[config.mk]
export PLATFORM = sky130hd
export DESIGN_NAME = fetch_unit
export DESIGN_NICKNAME = d
export VERILOG_FILES = /design/src/rtl/fetch_unit.sv
export SDC_FILE = /design/constraint.sdc
export NUM_CORES = 1
export LEC_CHECK = 0
export CAP_MARGIN = 15
export CORE_MARGIN = 10
export CORE_UTILIZATION = 49
export DETAILED_ROUTE_END_ITERATION = 12
export HOLD_SLACK_MARGIN = 0.15
export PLACE_DENSITY = 0.84
export SLEW_MARGIN = 40
export SYNTH_ARGS = -nofsm -noshare
export SYNTH_HDL_FRONTEND = slang
export SYNTH_SLANG_ARGS = --single-unit
[constraint.sdc]
create_clock -name clk -period 3.2 [get_ports clk]
set_input_delay 0.8 -clock clk [delete_from_list [all_inputs] [get_ports clk]]
set_output_delay 0.8 -clock clk [all_outputs]
set_load 0.02 [all_outputs]
[src/rtl/fetch_unit.sv]
`default_nettype none
// ============================================================================
//  Module      : fetch_unit
//  Description : Multi-cycle instruction fetch sequencer. Owns the PC, issues
//                one request at a time to instruction memory, buffers one
//                returned instruction toward decode (valid/ready), discards
//                stale responses after a redirect and traps on a misaligned
//                redirect target.
//  Revision    : 1.0 - initial release
// ============================================================================
module fetch_unit #(
    parameter logic [31:0] RESET_PC = 32'h0000_0000,
    parameter logic [31:0] PC_STEP  = 32'd4
) (
    input  logic        clk,
    input  logic        rst_n,
    // Branch resolution
    input  logic        br_valid,
    input  logic        nextPcSrc,
    input  logic [31:0] br_target,
    // Instruction memory
    output logic        imem_req,
    output logic [31:0] imem_addr,
    input  logic        imem_rvalid,
    input  logic [31:0] imem_rdata,
    // Decode interface
    output logic        inst_valid,
    input  logic        inst_ready,
    output logic [31:0] inst,
    output logic [31:0] inst_pc,
    // Status
    output logic        pc_fault
);

    // BOOT   : one idle cycle after reset release
    // FETCH  : request pulse on the memory port
    // WAIT   : live request outstanding
    // HOLD   : instruction buffered toward decode
    // DROP   : stale request outstanding, its response is thrown away
    // TRAP   : misaligned redirect seen, parked until reset
    typedef enum logic [2:0] {
        S_BOOT  = 3'd0,
        S_FETCH = 3'd1,
        S_WAIT  = 3'd2,
        S_HOLD  = 3'd3,
        S_DROP  = 3'd4,
        S_TRAP  = 3'd5
    } state_t;

    state_t      state_q,      state_d;
    logic [31:0] pc_q,         pc_d;
    logic [31:0] inst_q,       inst_d;
    logic [31:0] inst_pc_q,    inst_pc_d;
    logic        inst_valid_q, inst_valid_d;
    logic        pc_fault_q,   pc_fault_d;

    logic        w_redirect;
    logic        w_misalign;
    logic        w_redirect_live;

    // Redirect qualification; a redirect only counts in the states that own
    // a fetch stream (BOOT ignores it, TRAP is terminal).
    always_comb begin
        w_redirect      = br_valid & nextPcSrc;
        w_misalign      = (br_target[1:0] != 2'b00);
        w_redirect_live = w_redirect && (state_q != S_BOOT) && (state_q != S_TRAP);
    end

    // Next-state, PC update and decode buffer update
    always_comb begin
        state_d      = state_q;
        pc_d         = pc_q;
        inst_d       = inst_q;
        inst_pc_d    = inst_pc_q;
        inst_valid_d = inst_valid_q;
        pc_fault_d   = pc_fault_q;

        unique case (state_q)
            S_BOOT: begin
                state_d = S_FETCH;
            end

            // The request is considered issued this cycle no matter what, so
            // a redirect here leaves a stale response to be drained in DROP.
            S_FETCH: begin
                if (w_redirect) begin
                    pc_d    = br_target;
                    state_d = S_DROP;
                end else begin
                    state_d = S_WAIT;
                end
            end

            S_WAIT: begin
                if (w_redirect) begin
                    pc_d    = br_target;
                    // Response in the same cycle is the stale one: nothing
                    // left outstanding, so the new stream can start at once.
                    state_d = imem_rvalid ? S_FETCH : S_DROP;
                end else if (imem_rvalid) begin
                    inst_d       = imem_rdata;
                    inst_pc_d    = pc_q;
                    inst_valid_d = 1'b1;
                    pc_d         = pc_q + PC_STEP;
                    state_d      = S_HOLD;
                end
            end

            // Redirect wins over a simultaneous accept; the PC already points
            // past the buffered instruction for the sequential case.
            S_HOLD: begin
                if (w_redirect) begin
                    inst_valid_d = 1'b0;
                    pc_d         = br_target;
                    state_d      = S_FETCH;
                end else if (inst_ready) begin
                    inst_valid_d = 1'b0;
                    state_d      = S_FETCH;
                end
            end

            S_DROP: begin
                if (w_redirect) begin
                    pc_d = br_target;
                end
                if (imem_rvalid) begin
                    state_d = S_FETCH;
                end
            end

            S_TRAP: begin
                inst_valid_d = 1'b0;
                pc_fault_d   = 1'b1;
            end

            default: begin
                state_d      = S_BOOT;
                inst_valid_d = 1'b0;
            end
        endcase

        // A misaligned target overrides whatever the state logic chose; the
        // target is still latched into pc so it can be inspected afterwards.
        if (w_redirect_live && w_misalign) begin
            state_d      = S_TRAP;
            pc_d         = br_target;
            pc_fault_d   = 1'b1;
            inst_valid_d = 1'b0;
        end
    end

    // State and datapath registers, asynchronously cleared
    always_ff @(posedge clk or negedge rst_n) begin
        if (!rst_n) begin
            state_q      <= S_BOOT;
            pc_q         <= RESET_PC;
            inst_q       <= 32'h0000_0000;
            inst_pc_q    <= 32'h0000_0000;
            inst_valid_q <= 1'b0;
            pc_fault_q   <= 1'b0;
        end else begin
            state_q      <= state_d;
            pc_q         <= pc_d;
            inst_q       <= inst_d;
            inst_pc_q    <= inst_pc_d;
            inst_valid_q <= inst_valid_d;
            pc_fault_q   <= pc_fault_d;
        end
    end

    // Outputs come from registers or a pure state decode only
    always_comb begin
        imem_req   = (state_q == S_FETCH);
        imem_addr  = pc_q;
        inst_valid = inst_valid_q;
        inst       = inst_q;
        inst_pc    = inst_pc_q;
        pc_fault   = pc_fault_q;
    end

endmodule
`default_nettype wire

==> metrics <==
status completed; synthesized area per cell 11.2 um^2; gpl congestion 0.869; Final Util 70.3%; Die Span X 119 um; grt ovf 0; initial antenna violation count 0; Cell Rows 36; first-pass GRT wire length 22700 um; Warnings, synthesis 0; Simple-Gate Fraction of Synth Area 11.4%; CP peak stage delay 0.66 ns; Max-Cap Viols 0; Final Hold Viols 0; met3 Use GR 7.79%; P&R area growth vs syn 41.5%; grt met1 use 25.0%; Fin Setup TNS 0 ns; Post-CTS Hold Fix Bufs 0; share of layout cells above drive strength 1 16.5%; Most used DFF post-synth dfrtp_1; Synth top cells by count 101 x dfrtp_1, 62 x mux2_2, 46 x a21oi_1, 30 x nand2_1, 26 x o21ai_0; worst vdd ir 640 uV; final worst path period need 2.98 ns; Post-Synth XOR/XNOR Area 0.366%; CTS tree done; Die Y 119 um; Finish-stage setup viols 0; Initial Util 49.7%; sequential cell area fraction in the yosys report 52.8%; WP data required 2.40 ns; Clock Sinks 101; Worst-Margin Slew 0.664 ns; post-place setup slack 0.361 ns; GR Util All Layers 19.7%; pwr dens 1070 nW/um^2; main combinational cell family by area after synthesis compound AO/OA/AOI/OAI gates; final worst slack 0.216 ns; Synthesized Nets 500; Residual DRC 0; clock root buffer clkbuf_8; 1st-iter DRT viols 373; area leader, netlist dfrtp_1; adder-cell share of the synthesized area 0.470%; vias in the first global route 4194; synthesized flop and latch total 101; post-DP HPWL 10800 um; post-CTS setup buffers 0; Worst-Skew Late Latency 0.36 ns; H-Tree Depth 3; ANT cells 0; fin crit share 93.2%; Vias/cell 5.72; # nets final 660; Max Slew Vio Count 0; post-synth top area share 52.8%; Compound-Gate Fraction of Synth Area 16.4%; clock slew at reported path FFs 0.10 ns; via count 4156; crit path DAT 2.18 ns; HP Class primary input to async pin; drt wl/cell 19.6 um; pin count of the biggest net entering global routing 59; busiest layer in global routing met2; Startpoint Class register; unrepaired setup endpoints after global routing no; Die Area 14100 um^2; Worst Path Max Fanout 12; DRT antenna net count 0; fillcell total 725; count leader, synth dfrtp_1; first drt pass iteration count 5; crit end category output port; Setup CP Type register to output port; I/O pins 169; CP max-delay cell clkdlybuf4s50_1; post-synthesis async set-or-reset flop share 100%; Routed WL 14300 um; PortBufs 168; Highest Clock Rate 335 MHz; post-CTS sizing 0; core area 9640 um^2; GR Util met2 30.8%; Synth area leaders dfrtp_1 53%, mux2_2 15%, a21oi_1 4.8%; post-synthesis mux area share 15.0%; CP Cell Sequence inv_1 -> nor3_1 -> clkdlybuf4s50_1; Post-synth EDFFs 0; Relative slew margins 55.7%; CTS Buffer Depth 2; Fin Clk Skew 0.00812 ns; FF-to-FF path depth 4; mapped cell area 4790 um^2; Num CTS Buffers 9; Distinct cells, synth 50; Pleak 2.78 nW; Mapped Cells 429
## cells by family (layout without fill, tap and decap cells)
kind of cell / Yosys count / after routing
compound gates: 126 / 126
flops: 101 / 101
simple gates: 101 / 101
mux: 64 / 64
buf+inv: 33 / 198
fa+ha+maj: 2 / 2
xor+xnor: 2 / 2
## through the flow
step	hold slack, ns	cell area, um^2	power [mW]	std cells
floorplan	0.504	4790	4.63	429
global placement	0.444	6590	6.37	711
detailed placement	0.446	6590	6.52	711
CTS	0.398	6770	7.27	727
global route	0.392	6780	7.70	727
finish	0.389	6780	7.22	727
## cells in the final DEF (no fill, tap or decap), types with 10 or more instances in the layout
| cell | netlist | routed |
|---|---|---|
| o22ai_1 | 13 | 12 |
| dfrtp_1 | 101 | 101 |
| mux2_2 | 62 | 62 |
| clkdlybuf4s50_1 | 0 | 167 |
| nand3_1 | 12 | 12 |
| clkbuf_8 | 0 | 10 |
| nor2_1 | 19 | 19 |
| nand4_1 | 10 | 10 |
| nand2_1 | 30 | 30 |
| o21ai_0 | 26 | 26 |
| a21oi_1 | 46 | 46 |
## power breakdown
part	leakage, nW	internal [mW]	switching, mW
registers	1.18	1.90	0.627
clock network	0.0962	0.303	0.439
logic	1.50	1.93	2.02
## per-layer routing
metal	vias up	share of wire [%]
met3	15	9.7
met5	-	0
met2	191	46
met1	2028	43
met4	0	1.1
li1	1922	-
## registers in the layout, indices dropped and copies added (netlist names)
| signal | count |
|---|---|
| pc_fault | 1 |
| state_q | 3 |
| inst_valid | 1 |
| inst_pc | 32 |
| imem_addr | 32 |
| inst | 32 |
## worst paths after layout
check,slack (ns),start,endpoint
min reg2reg,0.46,pc_fault,pc_fault
min in group clk,0.46,pc_fault,pc_fault
max,0.22,state_q[0],imem_req
max reg2reg,1.06,state_q[2],inst[28]
min,0.39,rst_n,inst[5]
max in group asynchronous,2.14,rst_n,imem_addr[11]
## cell type report
type	count	area, um^2	share of cell area (%)
Inverter	7	26.3	0.388
Timing Repair Buffer	175	1770	26.1
Sequential cell	101	2530	37.3
Multi-Input combinational cell	295	2110	31.2
Clock buffer	10	138	2.03
Clock inverter	6	37.5	0.554
Tap cell	133	166	2.46
## critical path, delay by kind of cell (launching register included)
family | cells | cell delay, ns
buf+inv | 2 | 0.86
flops | 1 | 0.65
simple gates | 1 | 0.32
(Power assumes the default switching activity.)
==> RTL change 1: new RTL, same settings <==
Put a register stage on the output `pc_fault`. The value now appears one clock later. The other outputs are not delayed to match.
--- a/src/rtl/fetch_unit.sv
+++ b/src/rtl/fetch_unit.sv
@@ -48,2 +48,4 @@
     } state_t;
+
+    logic pc_fault_c;
 
@@ -177,3 +179,7 @@
         inst_pc    = inst_pc_q;
-        pc_fault   = pc_fault_q;
+        pc_fault_c = pc_fault_q;
+    end
+
+    always_ff @(posedge clk) begin
+        pc_fault <= pc_fault_c;
     end
Behaviour: not the same (Yosys sat finds a counterexample within 4 cycles, from zero or initial values and one cycle with rst_n low).
==> RTL change 1 against the original RTL <==
Synthesized area rose by 0.42%. Fmax down 1.9%. Power is 0.84% higher. Via count up 1.2%. Sequential share of layout area rose by 0.17 points. Critical endpoint unchanged. Critical path type unchanged. Routed wire length rose by 2.9%. Sequential cell count is 1 higher. Worst setup slack worse by 0.058 ns. Final area increased by 0.33%. Global-route usage is 0.28 points higher. Critical path depth unchanged. Sequential power is essentially flat.
==> RTL change 1: results (changes against the original RTL) <==
Cells and area
  – ANT cells: 0 (unchanged)
  – FILL cells: 688 (-5.1%)
  – Layout cells sized above 1: 0.1658 (+0.0008460)
  – Area Overhead vs Synth: 41.40% (about the same)
  – Final #Nets: 663 (+0.45%)

Worst hold path
  – Min-delay worst type: primary input to async pin

Clock tree
  – CTS root buffer: clkbuf_8
  – CTS resizes: 0 (unchanged)
  – Clk_lat worst skew: 0.37 ns
  – Inserted Clock Buffers: 9 (unchanged)
  – Postcts setup bufs: 0 (unchanged)

Synth
  – Synth unique cells: 51 (+2.0%)
  – Post-synthesis sequential area ratio: 0.5298 (+0.001966)
  – Synthesized Nets: 501 (+0.20%)
  – Top FF cell, synth: dfrtp_1
  – Most frequent cells after synthesis: dfrtp_1 (101), mux2_2 (62), a21oi_1 (46)
  – Synth top area cells: dfrtp_1 (53%), mux2_2 (15%), a21oi_1 (4.8%)
  – Synth async-reset ratio: 0.9902 (-0.009804)

Drt
  – Met3 wire len: 1115 microns (-19%)
  – Drt via density: 5.760 (+0.76%)
  – Drt pass-1 iters: 5 (unchanged)
  – Final WL: 14,670 microns (+2.9%)
  – Uppermost layer routed: met4
  – Routed met1 length: 6530 microns (+7.2%)
  – Metal2 WL: 6902 microns (+4.2%)
  – First DRT Iteration DRCs: 376 (+0.80%)

Worst setup path
  – Worst R2R Path Depth: 4 (unchanged)
  – Critical Path End: imem_req
  – CP peak stage delay: 0.68 ns (+0.02 ns)
  – Worst EP arrival: 2.24 ns (+0.06 ns)
  – Reg-to-reg startpoint: state_q[2]$_DFFE_PN0P_
  – Reg-to-Reg End: inst[21]$_DFFE_PN0P_
  – Critical path startpoint: state_q[0]$_DFFE_PN0P_
  – Worst-path maximum fanout: 12 (unchanged)
  – Worst R2R Setup Slack: 1.09 ns (+0.03 ns)

Outcome
  – Run status: completed

STA
  – Final hold vios: 0 (unchanged)
  – Fmax: 0.3287 GHz (-1.9%)
  – Worst Tran Pin Value: 0.7661 ns (+0.1022 ns)
  – Clock skew: 0.01222 ns (+0.004095 ns)

GRT
  – Largest net degree at the start of global routing: 68 (+15%)
  – Vias in the first global route: 4,161 (-0.79%)
  – All-layer global routing usage: 0.1994 (+0.002821)
  – Initial antenna violation count: 0 (unchanged)
  – First-pass GRT wire length: 23,270 microns (+2.5%)

Place
  – DP Area: 6615 sq um (+0.34%)
  – Final HPWL DP: 11,210 microns (+4.0%)
  – Placer Congestion: 0.9378 (+7.9%)
  – Port Buf Inserts: 168 (unchanged)
  – Pre-CTS setup slack: 0.4011 ns (+0.04054 ns)

Pwr
  – Leakage power: 0.002779 uW (about the same)
  – Maximum VDD drop: 0.0005411 V (-16%)
[RTL change 1: worst register-to-register path: cells and delay by family, from the launching register on]
| kind | cells | cell delay, ns |
|---|---|---|
| flip-flops | 1 | 0.53 |
| AND/OR/NAND/NOR | 2 | 0.77 |
| multiplexers | 1 | 0.37 |
| buffers and inverters | 1 | 0.33 |
[RTL change 1: cells by family after synthesis]
family,Yosys count,synth area share
AO/OA/AOI/OAI,126,0.1632
XOR/XNOR,2,0.003644
adder cells (fa/ha/maj),2,0.004684
buffers and inverters,33,0.03591
flip-flops,102,0.5298
multiplexers,64,0.1494
AND/OR/NAND/NOR,101,0.1135
[RTL change 1: cell type report]
cell class / count / share of cell area
Tap cell: 133 / 0.02448
Clock buffer: 10 / 0.01877
Timing Repair Buffer: 177 / 0.2606
Clock inverter: 6 / 0.008281
Multi-Input combinational cell: 295 / 0.3093
Inverter: 7 / 0.003865
Sequential cell: 102 / 0.3747
[RTL change 1: report_power, final]
part / switching (uW) / total (uW) / internal [uW]
clock: 479 / 778 / 299
combinational: 2030 / 3970 / 1930
sequential: 623 / 2540 / 1920
[RTL change 1: per-stage QoR]
stage | instances | hold slack, ns | total power [uW]
after floorplan | 430 | 0.3489 | 4642
after global placement | 714 | 0.3746 | 6388
after detailed placement | 714 | 0.3822 | 6547
after CTS | 730 | 0.3861 | 7317
after global routing | 730 | 0.3888 | 7730
final | 730 | 0.3706 | 7284
[RTL change 1: per-layer routing]
layer / up-vias / global-route usage
met2: 197 / 0.3219
li1: 1930 / -
met3: 12 / 0.05196
met4: 0 / 0.03893
met1: 2066 / 0.2654
met5: - / 0
==> RTL change 2: new RTL, same settings <==
Made on the original files. Add an input register stage for `br_target`, with the module's reset; this delays it by one clock. The other inputs are not delayed to match.
--- a/src/rtl/fetch_unit.sv
+++ b/src/rtl/fetch_unit.sv
@@ -49,2 +49,12 @@
 
+    logic [31:0] br_target_q;
+
+    always_ff @(posedge clk or negedge rst_n) begin
+        if (!rst_n) begin
+            br_target_q <= '0;
+        end else begin
+            br_target_q <= br_target;
+        end
+    end
+
     state_t      state_q,      state_d;
@@ -64,3 +74,3 @@
         w_redirect      = br_valid & nextPcSrc;
-        w_misalign      = (br_target[1:0] != 2'b00);
+        w_misalign      = (br_target_q[1:0] != 2'b00);
         w_redirect_live = w_redirect && (state_q != S_BOOT) && (state_q != S_TRAP);
@@ -86,3 +96,3 @@
                 if (w_redirect) begin
-                    pc_d    = br_target;
+                    pc_d    = br_target_q;
                     state_d = S_DROP;
@@ -95,3 +105,3 @@
                 if (w_redirect) begin
-                    pc_d    = br_target;
+                    pc_d    = br_target_q;
                     // Response in the same cycle is the stale one: nothing
@@ -113,3 +123,3 @@
                     inst_valid_d = 1'b0;
-                    pc_d         = br_target;
+                    pc_d         = br_target_q;
                     state_d      = S_FETCH;
@@ -123,3 +133,3 @@
                 if (w_redirect) begin
-                    pc_d = br_target;
+                    pc_d = br_target_q;
                 end
@@ -145,3 +155,3 @@
             state_d      = S_TRAP;
-            pc_d         = br_target;
+            pc_d         = br_target_q;
             pc_fault_d   = 1'b1;
Behaviour: not the same (Yosys sat finds a counterexample within 4 cycles, from zero or initial values and one cycle with rst_n low).
==> RTL change 2 against the original RTL <==
Routed wire length increased by 5.1%. Power increased by 15%. Combinational power decreased by 5.8%. Global-route usage decreased by 0.55 points. Sequential cell count increased by 32. Synthesized area increased by 15%. Die area increased by 12%. Final area increased by 16%. Critical path depth unchanged. Worst setup slack improved by 0.15 ns. Critical path type unchanged. Largest cell class unchanged.
==> RTL change 2: results (changes against the original RTL) <==
STA
  – Clock skew: 0.006255 ns (-0.001868 ns)
  – Slew Limit Headroom: 0.5068 (-0.05058)

Pwr
  – Internal: 5153 uW (+25%)
  – Maximum VDD drop: 0.0006899 V (+7.7%)
  – Leakage power: 0.003189 uW (+15%)

Synth
  – Syn Inst Count: 447 (+4.2%)
  – Synth unique cells: 52 (+4.0%)
  – Mux cell area share after synthesis: 0.1365 (-0.01352)
  – Synth Area in XOR/XNOR: 0 (-0.003658)
  – Synth top area cells: dfrtp_1 (60%), mux2_2 (13%), a21oi_1 (4.7%)
  – Synthesized Nets: 518 (+3.6%)
  – Post-synthesis adder-cell area fraction: 0.002271 (-0.002433)
  – Post-synthesis sequential area ratio: 0.6040 (+0.07617)
  – Most frequent cells after synthesis: dfrtp_1 (133), mux2_2 (65), a21oi_1 (52)

Cells and area
  – Layout cells sized above 1: 0.1738 (+0.008861)
  – FILL cells: 762 (+5.1%)
  – Buffer share of cell area: 0.2241 (-0.03697)
  – Comb_multi_in: 284 (-3.7%)
  – Final #Nets: 687 (+4.1%)
  – Signal inverters: 5 (-2)
  – Multi-input logic area: 2062 sq um (-2.4%)
  – Seq area share: 0.4231 (+0.05013)
  – Clock network area share: 0.06601 (+0.04016)
  – Nonclk buf count: 175 (unchanged)
  – Clkbuf count: 26 (+16)

Worst setup path
  – Worst R2R Path Depth: 5 (+1)
  – Worst EP arrival: 2.04 ns (-0.14 ns)
  – Worst-path maximum fanout: 11 (-1)

Clock tree
  – Clock sink count: 133 (+32%)
  – Clock transition at path regs: 0.05 ns (-0.05 ns)
  – Clk_lat worst skew: 0.41 ns (+0.05 ns)
  – Inserted Clock Buffers: 17 (+8)
  – CTS root buffer: clkbuf_16
  – H-tree Lvls: 4 (+1)

Outcome
  – Run status: completed

GRT
  – All-layer global routing usage: 0.1911 (-0.005489)
  – Largest net degree at the start of global routing: 85 (+44%)
  – Met1 usage: 0.2158 (-0.03433)
  – Global routing usage on met2: 0.3075 (-0.0009335)
  – First-pass GRT wire length: 24,700 microns (+8.8%)
  – Met3 usage: 0.09857 (+0.02063)

Drt
  – Metal2 WL: 7232 microns (+9.2%)
  – Final WL: 14,980 microns (+5.1%)
  – First DRT Iteration DRCs: 353 (-5.4%)
  – Routed met1 length: 5786 microns (-5.0%)
  – Total number of vias: 4,366 (+5.1%)
  – Drt pass-1 iters: 5 (unchanged)
  – Met3 wire len: 1798 microns (+30%)

Place
  – DP Area: 7345 sq um (+11%)
  – Placed Cells: 737 (+3.7%)
  – Placer Congestion: 0.8841 (+1.7%)
  – Pre-CTS setup slack: 0.3668 ns (+0.006170 ns)
==> RTL change 2: power by group through the flow <==
stage | combinational, uW | clock (uW) | sequential [uW]
3_3_place_gp | 3630 | 0 | 2850
6_report | 3720 | 1730 | 2880
3_5_place_dp | 3730 | 0 | 2890
5_1_grt | 4020 | 1840 | 2970
4_1_cts | 3760 | 1760 | 2880
2_1_floorplan | 1380 | 0 | 3450
==> RTL change 2: worst paths after layout <==
check | startpoint | to | slack (ns)
worst max-delay path | state_q[0]$_DFFE_PN0P_ | imem_req | 0.36
worst min-delay path | rst_n | inst[12]$_DFFE_PN0P_ | 0.44
worst max register to register | state_q[2]$_DFFE_PN0P_ | imem_addr[26]$_DFFE_PN0P_ | 0.79
worst min register to register | pc_fault$_DFFE_PN0P_ | pc_fault$_DFFE_PN0P_ | 0.48
max in group asynchronous | rst_n | inst_pc[2]$_DFFE_PN0P_ | 2.06
min in group clk | pc_fault$_DFFE_PN0P_ | pc_fault$_DFFE_PN0P_ | 0.48
